[src/rtl/hxd32_ifu_pkg.sv]
// Shared types and constants for the hxd32 prefetching fetch unit.
// Contents:
//   IFU_XLEN     - word width that the buffered entry type is built for
//   ILEN_BYTES   - size of one instruction in bytes (PC step)
//   ifu_state_t  - fetch control states (BOOT, RUN, HALT)
//   ifu_entry_t  - one buffered instruction together with its PC
package hxd32_ifu_pkg;

  localparam int IFU_XLEN   = 32;
  localparam int ILEN_BYTES = 4;

  typedef enum logic [1:0] {
    BOOT = 2'd0,
    RUN  = 2'd1,
    HALT = 2'd2
  } ifu_state_t;

  typedef struct packed {
    logic [IFU_XLEN-1:0] pc;
    logic [IFU_XLEN-1:0] inst;
  } ifu_entry_t;

endpackage

[src/rtl/ifu_fifo.sv]
// Prefetch buffer: synchronous FIFO of ifu_entry_t with first-word-fall-through head.
// Ports:
//   clk, rst            - clock, asynchronous active-high reset
//   flush               - drop every buffered entry (takes priority over push/pop)
//   push, push_entry    - write one entry at the tail
//   pop                 - remove the head entry (caller only pops when head_valid)
//   head_valid          - buffer holds at least one entry
//   head_entry          - current head, read combinationally from storage
//   count               - number of buffered entries (0..DEPTH)
module ifu_fifo
  import hxd32_ifu_pkg::*;
#(
  parameter int DEPTH = 4
) (
  input  logic                   clk,
  input  logic                   rst,
  input  logic                   flush,
  input  logic                   push,
  input  ifu_entry_t             push_entry,
  input  logic                   pop,
  output logic                   head_valid,
  output ifu_entry_t             head_entry,
  output logic [$clog2(DEPTH):0] count
);

  localparam int AW = $clog2(DEPTH);
  localparam int CW = AW + 1;

  ifu_entry_t      mem_reg [DEPTH];
  logic [AW-1:0]   wr_ptr_reg;
  logic [AW-1:0]   rd_ptr_reg;
  logic [CW-1:0]   count_reg;
  logic [CW-1:0]   count_next;

  // Storage carries no reset; only the pointers and count define validity.
  always_ff @(posedge clk) begin
    if (push && !flush) begin
      mem_reg[wr_ptr_reg] <= push_entry;
    end
  end

  always_comb begin
    count_next = count_reg;
    if (flush) begin
      count_next = '0;
    end else begin
      count_next = count_reg + CW'(push) - CW'(pop);
    end
  end

  // DEPTH is a power of two, so the pointers wrap naturally.
  always_ff @(posedge clk or posedge rst) begin
    if (rst) begin
      wr_ptr_reg <= '0;
      rd_ptr_reg <= '0;
      count_reg  <= '0;
    end else if (flush) begin
      wr_ptr_reg <= '0;
      rd_ptr_reg <= '0;
      count_reg  <= '0;
    end else begin
      if (push) wr_ptr_reg <= wr_ptr_reg + AW'(1);
      if (pop)  rd_ptr_reg <= rd_ptr_reg + AW'(1);
      count_reg <= count_next;
    end
  end

  assign head_valid = (count_reg != '0);
  assign head_entry = mem_reg[rd_ptr_reg];
  assign count      = count_reg;

endmodule

[src/rtl/ifu_pf.sv]
// Prefetching instruction fetch unit for the hxd32 core.
// Keeps a fetch PC, issues in-order reads to instruction RAM (valid/grant),
// buffers up to DEPTH returned words with their PCs and hands them to decode
// over valid/ready. Redirects flush the buffer and discard in-flight reads.
// Ports:
//   clk_i, rst_i            - clock, asynchronous active-high reset
//   halt_i                  - stop issuing new requests (buffer still drains)
//   redirect_en_i/addr_i    - restart the fetch stream at addr & ~3
//   iram_rd_req_o/addr_o    - read request and its address (fetch PC)
//   iram_rd_gnt_i           - request accepted this cycle
//   iram_rd_valid_i/data_i  - in-order read response
//   inst_valid_o/ready_i    - decode handshake on the buffer head
//   inst_data_o, pc_data_o, pc_next_o - head word, its PC and PC + 4 (0 when idle)
// XLEN must equal IFU_XLEN from hxd32_ifu_pkg.
module ifu_pf
  import hxd32_ifu_pkg::*;
#(
  parameter int              XLEN     = 32,
  parameter int              DEPTH    = 4,
  parameter logic [XLEN-1:0] RESET_PC = '0
) (
  input  logic            clk_i,
  input  logic            rst_i,
  input  logic            halt_i,
  input  logic            redirect_en_i,
  input  logic [XLEN-1:0] redirect_addr_i,
  output logic            iram_rd_req_o,
  output logic [XLEN-1:0] iram_rd_addr_o,
  input  logic            iram_rd_gnt_i,
  input  logic            iram_rd_valid_i,
  input  logic [XLEN-1:0] iram_rd_data_i,
  output logic            inst_valid_o,
  input  logic            inst_ready_i,
  output logic [XLEN-1:0] inst_data_o,
  output logic [XLEN-1:0] pc_data_o,
  output logic [XLEN-1:0] pc_next_o
);

  localparam int              CW         = $clog2(DEPTH) + 1;
  localparam logic [XLEN-1:0] PC_STEP    = XLEN'(ILEN_BYTES);
  localparam logic [XLEN-1:0] ALIGN_MASK = ~XLEN'(ILEN_BYTES - 1);

  ifu_state_t      state_reg;
  ifu_state_t      state_next;
  logic [XLEN-1:0] fetch_pc_reg;
  logic [XLEN-1:0] resp_pc_reg;
  logic [CW-1:0]   outstanding_reg;
  logic [CW-1:0]   outstanding_next;
  logic [CW-1:0]   drop_reg;
  logic [CW-1:0]   drop_next;

  logic            redirect;
  logic            credit_ok;
  logic            req;
  logic            issue;
  logic            resp;
  logic            accept;
  logic            pop;
  logic [XLEN-1:0] redirect_pc;

  logic            fifo_valid;
  logic [CW-1:0]   fifo_count;
  ifu_entry_t      fifo_head;
  ifu_entry_t      push_entry;

  // Redirects are ignored during the single BOOT cycle.
  assign redirect    = redirect_en_i && (state_reg != BOOT);
  assign redirect_pc = redirect_addr_i & ALIGN_MASK;

  // Buffered plus in-flight words may never exceed DEPTH, so every response
  // is guaranteed a free buffer slot.
  assign credit_ok = ({1'b0, fifo_count} + {1'b0, outstanding_reg}) < (CW + 1)'(DEPTH);

  always_comb begin
    state_next = state_reg;
    req        = 1'b0;
    case (state_reg)
      BOOT: state_next = RUN;
      RUN: begin
        req = !redirect_en_i && credit_ok;
        if (halt_i) state_next = HALT;
      end
      HALT: begin
        if (!halt_i) state_next = RUN;
      end
      default: state_next = BOOT;
    endcase
  end

  always_ff @(posedge clk_i or posedge rst_i) begin
    if (rst_i) state_reg <= BOOT;
    else       state_reg <= state_next;
  end

  assign issue = req && iram_rd_gnt_i;
  // A response with nothing outstanding is a protocol error; it is ignored
  // rather than allowed to underflow the counter.
  assign resp   = iram_rd_valid_i && (outstanding_reg != '0);
  assign accept = resp && !redirect && (drop_reg == '0);

  assign inst_valid_o = fifo_valid && !redirect;
  assign pop          = inst_valid_o && inst_ready_i;

  always_comb begin
    outstanding_next = outstanding_reg + CW'(issue) - CW'(resp);
    drop_next        = drop_reg;
    if (redirect) begin
      // Everything still in flight after this cycle belongs to the old stream.
      drop_next = outstanding_next;
    end else if (resp && (drop_reg != '0)) begin
      drop_next = drop_reg - CW'(1);
    end
  end

  always_ff @(posedge clk_i or posedge rst_i) begin
    if (rst_i) begin
      fetch_pc_reg    <= RESET_PC;
      resp_pc_reg     <= RESET_PC;
      outstanding_reg <= '0;
      drop_reg        <= '0;
    end else begin
      outstanding_reg <= outstanding_next;
      drop_reg        <= drop_next;
      if (redirect) begin
        fetch_pc_reg <= redirect_pc;
        resp_pc_reg  <= redirect_pc;
      end else begin
        if (issue)  fetch_pc_reg <= fetch_pc_reg + PC_STEP;
        if (accept) resp_pc_reg  <= resp_pc_reg + PC_STEP;
      end
    end
  end

  assign push_entry.pc   = resp_pc_reg;
  assign push_entry.inst = iram_rd_data_i;

  ifu_fifo #(
    .DEPTH(DEPTH)
  ) u_fifo (
    .clk        (clk_i),
    .rst        (rst_i),
    .flush      (redirect),
    .push       (accept),
    .push_entry (push_entry),
    .pop        (pop),
    .head_valid (fifo_valid),
    .head_entry (fifo_head),
    .count      (fifo_count)
  );

  assign iram_rd_req_o  = req;
  assign iram_rd_addr_o = fetch_pc_reg;
  assign inst_data_o    = inst_valid_o ? fifo_head.inst : '0;
  assign pc_data_o      = inst_valid_o ? fifo_head.pc : '0;
  assign pc_next_o      = inst_valid_o ? (fifo_head.pc + PC_STEP) : '0;

  resp_has_request: assert property (
    @(posedge clk_i) disable iff (rst_i) iram_rd_valid_i |-> (outstanding_reg != '0)
  );

endmodule
[config.mk]
export PLATFORM = sky130hd
export DESIGN_NAME = ifu_pf
export DESIGN_NICKNAME = d
export VERILOG_FILES = /design/src/rtl/hxd32_ifu_pkg.sv /design/src/rtl/ifu_fifo.sv /design/src/rtl/ifu_pf.sv
export SDC_FILE = /design/constraint.sdc
export NUM_CORES = 1
export LEC_CHECK = 0
export ABC_AREA = 1
export CAP_MARGIN = 20
export CORE_MARGIN = 8
export CORE_UTILIZATION = 55
export DETAILED_ROUTE_END_ITERATION = 10
export PLACE_DENSITY = 0.82
export SLEW_MARGIN = 20
export SYNTH_ARGS = -nofsm -noshare
export SYNTH_HDL_FRONTEND = slang
export SYNTH_SLANG_ARGS = --single-unit
[constraint.sdc]
create_clock -name clk_i -period 4.9 [get_ports clk_i]
set_input_delay 0.735 -clock clk_i [delete_from_list [all_inputs] [get_ports clk_i]]
set_output_delay 0.735 -clock clk_i [all_outputs]
set_load 0.05 [all_outputs]
==> results of run 1 <==
==> cell usage after synthesis, types with 2 or more instances <==
| cell | instances | share of area (%) |
|---|---|---|
| nand3_1 | 109 | 3.4 |
| o21ai_1 | 3 | 0.093 |
| nand2_2 | 7 | 0.27 |
| o21ai_0 | 108 | 3.3 |
| a21oi_1 | 82 | 2.5 |
| nor2_1 | 342 | 7.9 |
| or2_2 | 5 | 0.19 |
| o31ai_1 | 6 | 0.28 |
| o221ai_1 | 2 | 0.11 |
| buf_4 | 13 | 0.60 |
| edfxtp_1 | 248 | 46 |
| buf_6 | 8 | 0.56 |
| nand4_1 | 19 | 0.73 |
| nor2_2 | 11 | 0.42 |
| inv_1 | 117 | 2.7 |
| o211ai_1 | 4 | 0.19 |
| clkbuf_1 | 20 | 0.46 |
| buf_8 | 2 | 0.19 |
| nor2_4 | 5 | 0.35 |
| nand3b_1 | 2 | 0.093 |
| buf_2 | 27 | 0.83 |
| dfrtp_1 | 75 | 12 |
| a22oi_1 | 7 | 0.32 |
| xnor2_1 | 6 | 0.32 |
| xor2_1 | 15 | 0.81 |
| nor3b_1 | 2 | 0.093 |
| a31oi_1 | 19 | 0.73 |
| nor3_1 | 26 | 0.80 |
| ha_1 | 15 | 1.2 |
| fa_1 | 2 | 0.25 |
| o21bai_1 | 4 | 0.19 |
| inv_2 | 5 | 0.12 |
| nand2_1 | 514 | 12 |
| buf_1 | 10 | 0.23 |
==> metal layers <==
metal	track usage, %	up-vias
met1	31.3	6248
met5	0	-
met3	4.22	85
met2	38.7	634
met4	7.82	0
li1	-	6459
==> power by group <==
part / internal (uW) / switching, uW / leakage (uW)
logic: 2190 / 4860 / 0.00429
clock network: 1300 / 1010 / 0.000497
registers: 3410 / 567 / 0.00311
==> kinds of logic (layout without fill, tap and decap cells) <==
family,after synthesis,after routing,share of synthesized area [%]
AOI/OAI and AO/OA,239,239,7.98
xor gates and xnor gates,21,21,1.13
and+or+nand+nor,1044,1044,26.2
buffers and inverters,203,390,5.76
other,1,6,0.0231
adders and majority gates,17,17,1.40
DFF,323,323,57.5
==> per-stage QoR <==
step | instance area [um^2] | util [%] | hold slack (ps) | power, uW
global placement | 18600 | 63.4 | 501 | 10800
detailed placement | 18600 | 63.4 | 534 | 11000
CTS | 19600 | 66.8 | 549 | 13300
finish | 19600 | 66.8 | 535 | 13300
global route | 19600 | 66.8 | 587 | 14100
floorplan | 16200 | - | 476 | 8660
==> critical path, stage by stage, from the launching register on <==
cell,delay [ps]
dfrtp_4,660
inv_8,490
buf_4,370
nand2_1,120
nand3_1,110
nand2_1,190
nor2_2,200
nand3_2,150
nor2_4,220
nand2_1,70
nand2_1,60
inv_1,40
nor2_1,180
buf_12,170
==> final timing paths <==
path                                 startpoint                    end  cells after the start
setup / recovery           u_fifo.rd_ptr_reg[0]          pc_next_o[22]                     13
hold / removal                  resp_pc_reg[31]  u_fifo.mem_reg[3][63]                      0
setup reg to reg                u_fifo.count[1]      iram_rd_addr_o[7]                     10
hold reg to reg                 resp_pc_reg[31]  u_fifo.mem_reg[3][63]                      0
max in group asynchronous                 rst_i         resp_pc_reg[5]                      3
min in group asynchronous                 rst_i     iram_rd_addr_o[18]                      2
==> layout make-up <==
class	instances	area, um^2
Clock buffer	42	867
Fill cell	2230	9730
Timing Repair Buffer	209	2290
Tap cell	390	488
Inverter	123	469
Multi-Input combinational cell	1327	6020
Clock inverter	16	129
Sequential cell	323	9330
==> flow_metrics.py, run 1 <==
metrics = {
    "run_status": {
        "outcome": "complete, no violations",
    },
    "synth": {
        "synth_seq_area_share_pct": 57.5,
        "synth_edf_count": 248,
        "syn_area_um2": 16200,
        "avgSynthCellArea_um2": 8.78,
        "synth_cells": 1848,
        "synthFlopType": "edfxtp_1",
        "synth.ff_latch_count": 323,
        "yosysWarnings": 0,
        "async_reset_ff_share_pct": 23.2,
        "ys_types": 42,
    },
    "critical_path": {
        "arrival_ps": 3650,
        "cp-start-kind": "register",
        "crit_required_ps": 4160,
        "crit_type": "register to output pin",
        "path_max_fanout": 109,
        "critPathCaptureType": "output pin",
        "regToRegSetupSlack_ps": 1670,
    },
    "route": {
        "wl_per_cell_um": 17.6,
        "wirelength_met1_um": 17700,
        "highest_layer": "met4",
        "firstDrtPassIters": 6,
        "first_iter_violations": 1428,
        "vias": 13400,
        "drc": 0,
        "wl_met2_um": 20200,
        "met3_length_um": 3740,
        "wl_um": 42800,
        "postRouteAntennaNets": 0,
        "routed_via_density": 5.53,
    },
    "die": {
        "core_area_um2": 29300,
        "dieArea_um2": 35200,
        "io_pins": 201,
        "die_y_um": 188,
        "initial_core_util_pct": 55.3,
        "rows": 63,
        "die_x_um": 188,
    },
    "final_layout": {
        "antennaDiodeCount": 0,
        "final_cell_mix": "nand2_1, nor2_1, edfxtp_1",
        "largest_reg_flops": 248,
        "area_growth_pct": 20.8,
        "final_common_cell": "nand2_1",
        "fin_nets": 2103,
        "finalNonFillerCells": 2430,
        "layout-drive-gt1-share_pct": 8.43,
    },
    "placed_design": {
        "dp_slack_ps": 1170,
        "gp_congestion": 0.906,
        "dp_hpwl_um": 28300,
        "portBuffers": 192,
        "dp_cells": 2372,
    },
    "clocking": {
        "clk_path_buf_depth": 3,
        "cts_tree": "yes",
        "clockRootBuffer": "clkbuf_16",
        "cts_buffers": 31,
        "htree_levels": 1,
        "postCtsSetupBuffers": 0,
        "cts_hold_buf": 0,
        "ctsResizeCount": 0,
        "clk_latency_ps": 570,
        "cts.sinks": 323,
        "path_clk_slew_ps": 60,
    },
    "sta": {
        "fin_worst_skew_ps": 15.2,
        "tightest_slew_ps": 1020,
        "rsz0062_at_grt": "false",
        "max_freq_mhz": 228,
        "setup_ws_ps": 519,
        "hold_viol": 0,
        "slew_violations": 0,
        "min_period_ps": 4380,
        "tns_ps": 0,
        "final-setup-viol-count": 0,
        "relSlewSlack_pct": 31.4,
        "period_share_pct": 89.4,
    },
    "grt": {
        "antenna_found_initial": 0,
        "grt_pass1_vias": 13000,
        "grt_pass1_wl_um": 67700,
        "grt_max_degree": 110,
        "overflow": 0,
        "grt_usage_pct": 23.5,
    },
    "flow_run": {
        "drv_cap": 0,
    },
    "pwr": {
        "p_leak_uw": 0.00790,
        "vdd_drop_max_mv": 0.462,
        "power.density_nw_per_um2": 681,
    },
    "hold_path": {
        "hold_path.class": "register to register",
    },
}
Power figures use the tool's default switching activity.
==> run 2, diff against run 1 <==
CORE_UTILIZATION = 51   (was 55)
GPL_TIMING_DRIVEN = 0   (was unset)
PLACE_DENSITY = 0.8   (was 0.82)
clock period = 3.8 ns   (was 4.9 ns; I/O delays follow)
==> flow_metrics.py, run 2 (synthesized netlist as in run 1, its figures left out) <==
metrics = {
    "run_status": {
        "outcome": "complete, no violations",
    },
    "critical_path": {
        "rr_endpoint": "u_fifo.count[2]",
        "max_stage_delay_ps": 560,
        "path_depth": 10,
        "crit_buf_inv": 6,
        "cp-endpoint": "inst_data_o[24]",
        "critPathCaptureType": "output pin",
        "path_cells": "buf_6 -> buf_6 -> buf_2 -> buf_2 -> buf_2 -> nor2_1 -> nor2_1 -> o21ai_0 -> a21oi_1 -> dlygate4sd2_1",
        "startpoint": "u_fifo.rd_ptr_reg[0]",
        "reg2regPathDepth": 12,
        "regToRegSetupSlack_ps": 460,
        "cp-start-kind": "register",
        "crit_family": "buffers and inverters",
        "cpMostUsedCell": "buf_2",
        "arrival_ps": 3140,
        "crit_type": "register to output pin",
        "cpMaxStageDelayCell": "dlygate4sd2_1",
        "path_max_fanout": 10,
        "crit_required_ps": 3230,
        "rr_startpoint": "u_fifo.count[1]",
    },
    "sta": {
        "relSlewSlack_pct": 48.4,
        "rsz0062_at_grt": "true",
        "fin_worst_skew_ps": 9.52,
        "hold_viol": 0,
        "max_freq_mhz": 270,
        "setup_ws_ps": 90.9,
        "tightest_slew_ps": 774,
        "final-setup-viol-count": 0,
        "period_share_pct": 97.6,
        "min_period_ps": 3710,
        "slew_violations": 0,
    },
    "route": {
        "wl_per_cell_um": 19.4,
        "postRouteAntennaNets": 0,
        "wl_um": 49000,
        "firstDrtPassIters": 6,
        "vias": 14400,
        "routed_via_density": 5.71,
        "first_iter_violations": 1479,
        "drc": 0,
    },
    "die": {
        "rows": 65,
        "initial_core_util_pct": 51.5,
        "io_pins": 201,
        "dieArea_um2": 37800,
        "die_x_um": 194,
        "die_y_um": 194,
        "core_area_um2": 31500,
    },
    "pwr": {
        "p_leak_uw": 0.00837,
        "p_int_uw": 8730,
        "power.density_nw_per_um2": 871,
        "p_seq_share_pct": 29.3,
        "swShare_pct": 49.8,
        "p_clk_share_pct": 18.9,
        "switching_power_uw": 8680,
        "p_comb_share_pct": 51.8,
        "vdd_drop_max_mv": 0.539,
    },
    "grt": {
        "grt_max_degree": 43,
        "grt_usage_pct": 25.1,
        "grt_pass1_wl_um": 75800,
        "antenna_found_initial": 0,
        "overflow": 0,
        "grt_pass1_vias": 14100,
    },
    "clocking": {
        "path_clk_slew_ps": 60,
        "clockRootBuffer": "clkbuf_16",
        "cts_hold_buf": 0,
        "clk_latency_ps": 530,
        "cts.sinks": 323,
        "cts_buffers": 35,
        "htree_levels": 2,
        "cts_tree": "yes",
        "clk_path_buf_depth": 3,
    },
    "final_layout": {
        "multi_input_area_um2": 6030,
        "final_cell_mix": "nand2_1, nor2_1, edfxtp_1",
        "final_common_cell": "nand2_1",
        "layout-drive-gt1-share_pct": 8.68,
        "utilization_pct": 63.5,
        "area_growth_pct": 23.2,
        "ff_latch_area_um2": 9320,
        "largest_reg_flops": 248,
        "n_fill_cell": 2483,
        "antennaDiodeCount": 0,
        "fin_nets": 2183,
    },
    "placed_design": {
        "portBuffers": 192,
        "dp_hpwl_um": 34700,
        "dp_slack_ps": -310,
        "gp_congestion": 0.980,
    },
    "hold_path": {
        "hold_path.class": "input pin to asynchronous set/reset pin",
    },
    "flow_run": {
        "drv_cap": 0,
    },
}
run 2: metal layers:
metal | vias to the layer above | GRT usage (%) | part of all wire (%)
li1 | 6626 | - | -
met1 | 6726 | 33.0 | 40
met2 | 902 | 40.7 | 47
met3 | 135 | 4.77 | 9.4
met4 | 0 | 10.2 | 3.4
met5 | - | 0 | 0
run 2: area by class of cell:
class | count | area share [%]
timing repair buffer | 205 | 10.4
buffer | 80 | 2.42
sequential | 323 | 46.7
tap | 402 | 2.52
inverter | 123 | 2.36
clock inverter | 14 | 0.839
multi-input combinational | 1327 | 30.2
clock buffer | 48 | 4.68
run 2: through the flow:
step	power [uW]	hold WS, ps	cell area [um^2]	std cells	TNS (ps)
after floorplan	11200	476	16200	1853	-129340
after global placement	14200	497	18700	2447	-845950
after detailed placement	14400	514	19000	2460	-16260
after CTS	17400	424	20000	2522	0
after global routing	18300	456	20000	2522	-11.4
final	17400	411	20000	2522	0
run 2: worst min-delay path by stage:
| stage | depth (start not counted) | slack (ps) | from | endpoint |
|---|---|---|---|---|
| global route | 2 | 460 | rst_i | iram_rd_addr_o[31] |
| floorplan | 0 | 480 | resp_pc_reg[31] | u_fifo.mem_reg[0][63] |
| detailed placement | 0 | 510 | resp_pc_reg[31] | u_fifo.mem_reg[0][63] |
| CTS | 2 | 420 | rst_i | iram_rd_addr_o[31] |
| finish | 2 | 410 | rst_i | iram_rd_addr_o[25] |
| global placement | 0 | 500 | resp_pc_reg[31] | u_fifo.mem_reg[2][63] |
run 2: timing repair:
action / 4_1_cts / 5_1_grt
resized for setup: 132 / 50
buffers inserted: 0 / 0
endpoints found under the setup margin: 88 / 32
hold endpoints to repair: 0 / 0
run 2: worst register-to-register path: stages (launching register included):
cell and delay (ps):
dfrtp_1 430, or2_2 350, o21ai_2 450, buf_2 400, buf_2 320, nor2_1 110
ha_1 280, inv_1 60, ha_1 130, inv_1 50, fa_1 380, and3_1 180
nor3_1 130
run 2: power groups by stage:
| stage | Combinational, uW | Clock, uW | Sequential, uW |
|---|---|---|---|
| 2_1_floorplan | 5750 | 0 | 5410 |
| 3_3_place_gp | 9080 | 0 | 5100 |
| 3_5_place_dp | 9280 | 0 | 5110 |
| 4_1_cts | 9000 | 3310 | 5060 |
| 5_1_grt | 9710 | 3450 | 5150 |
| 6_report | 9020 | 3290 | 5100 |
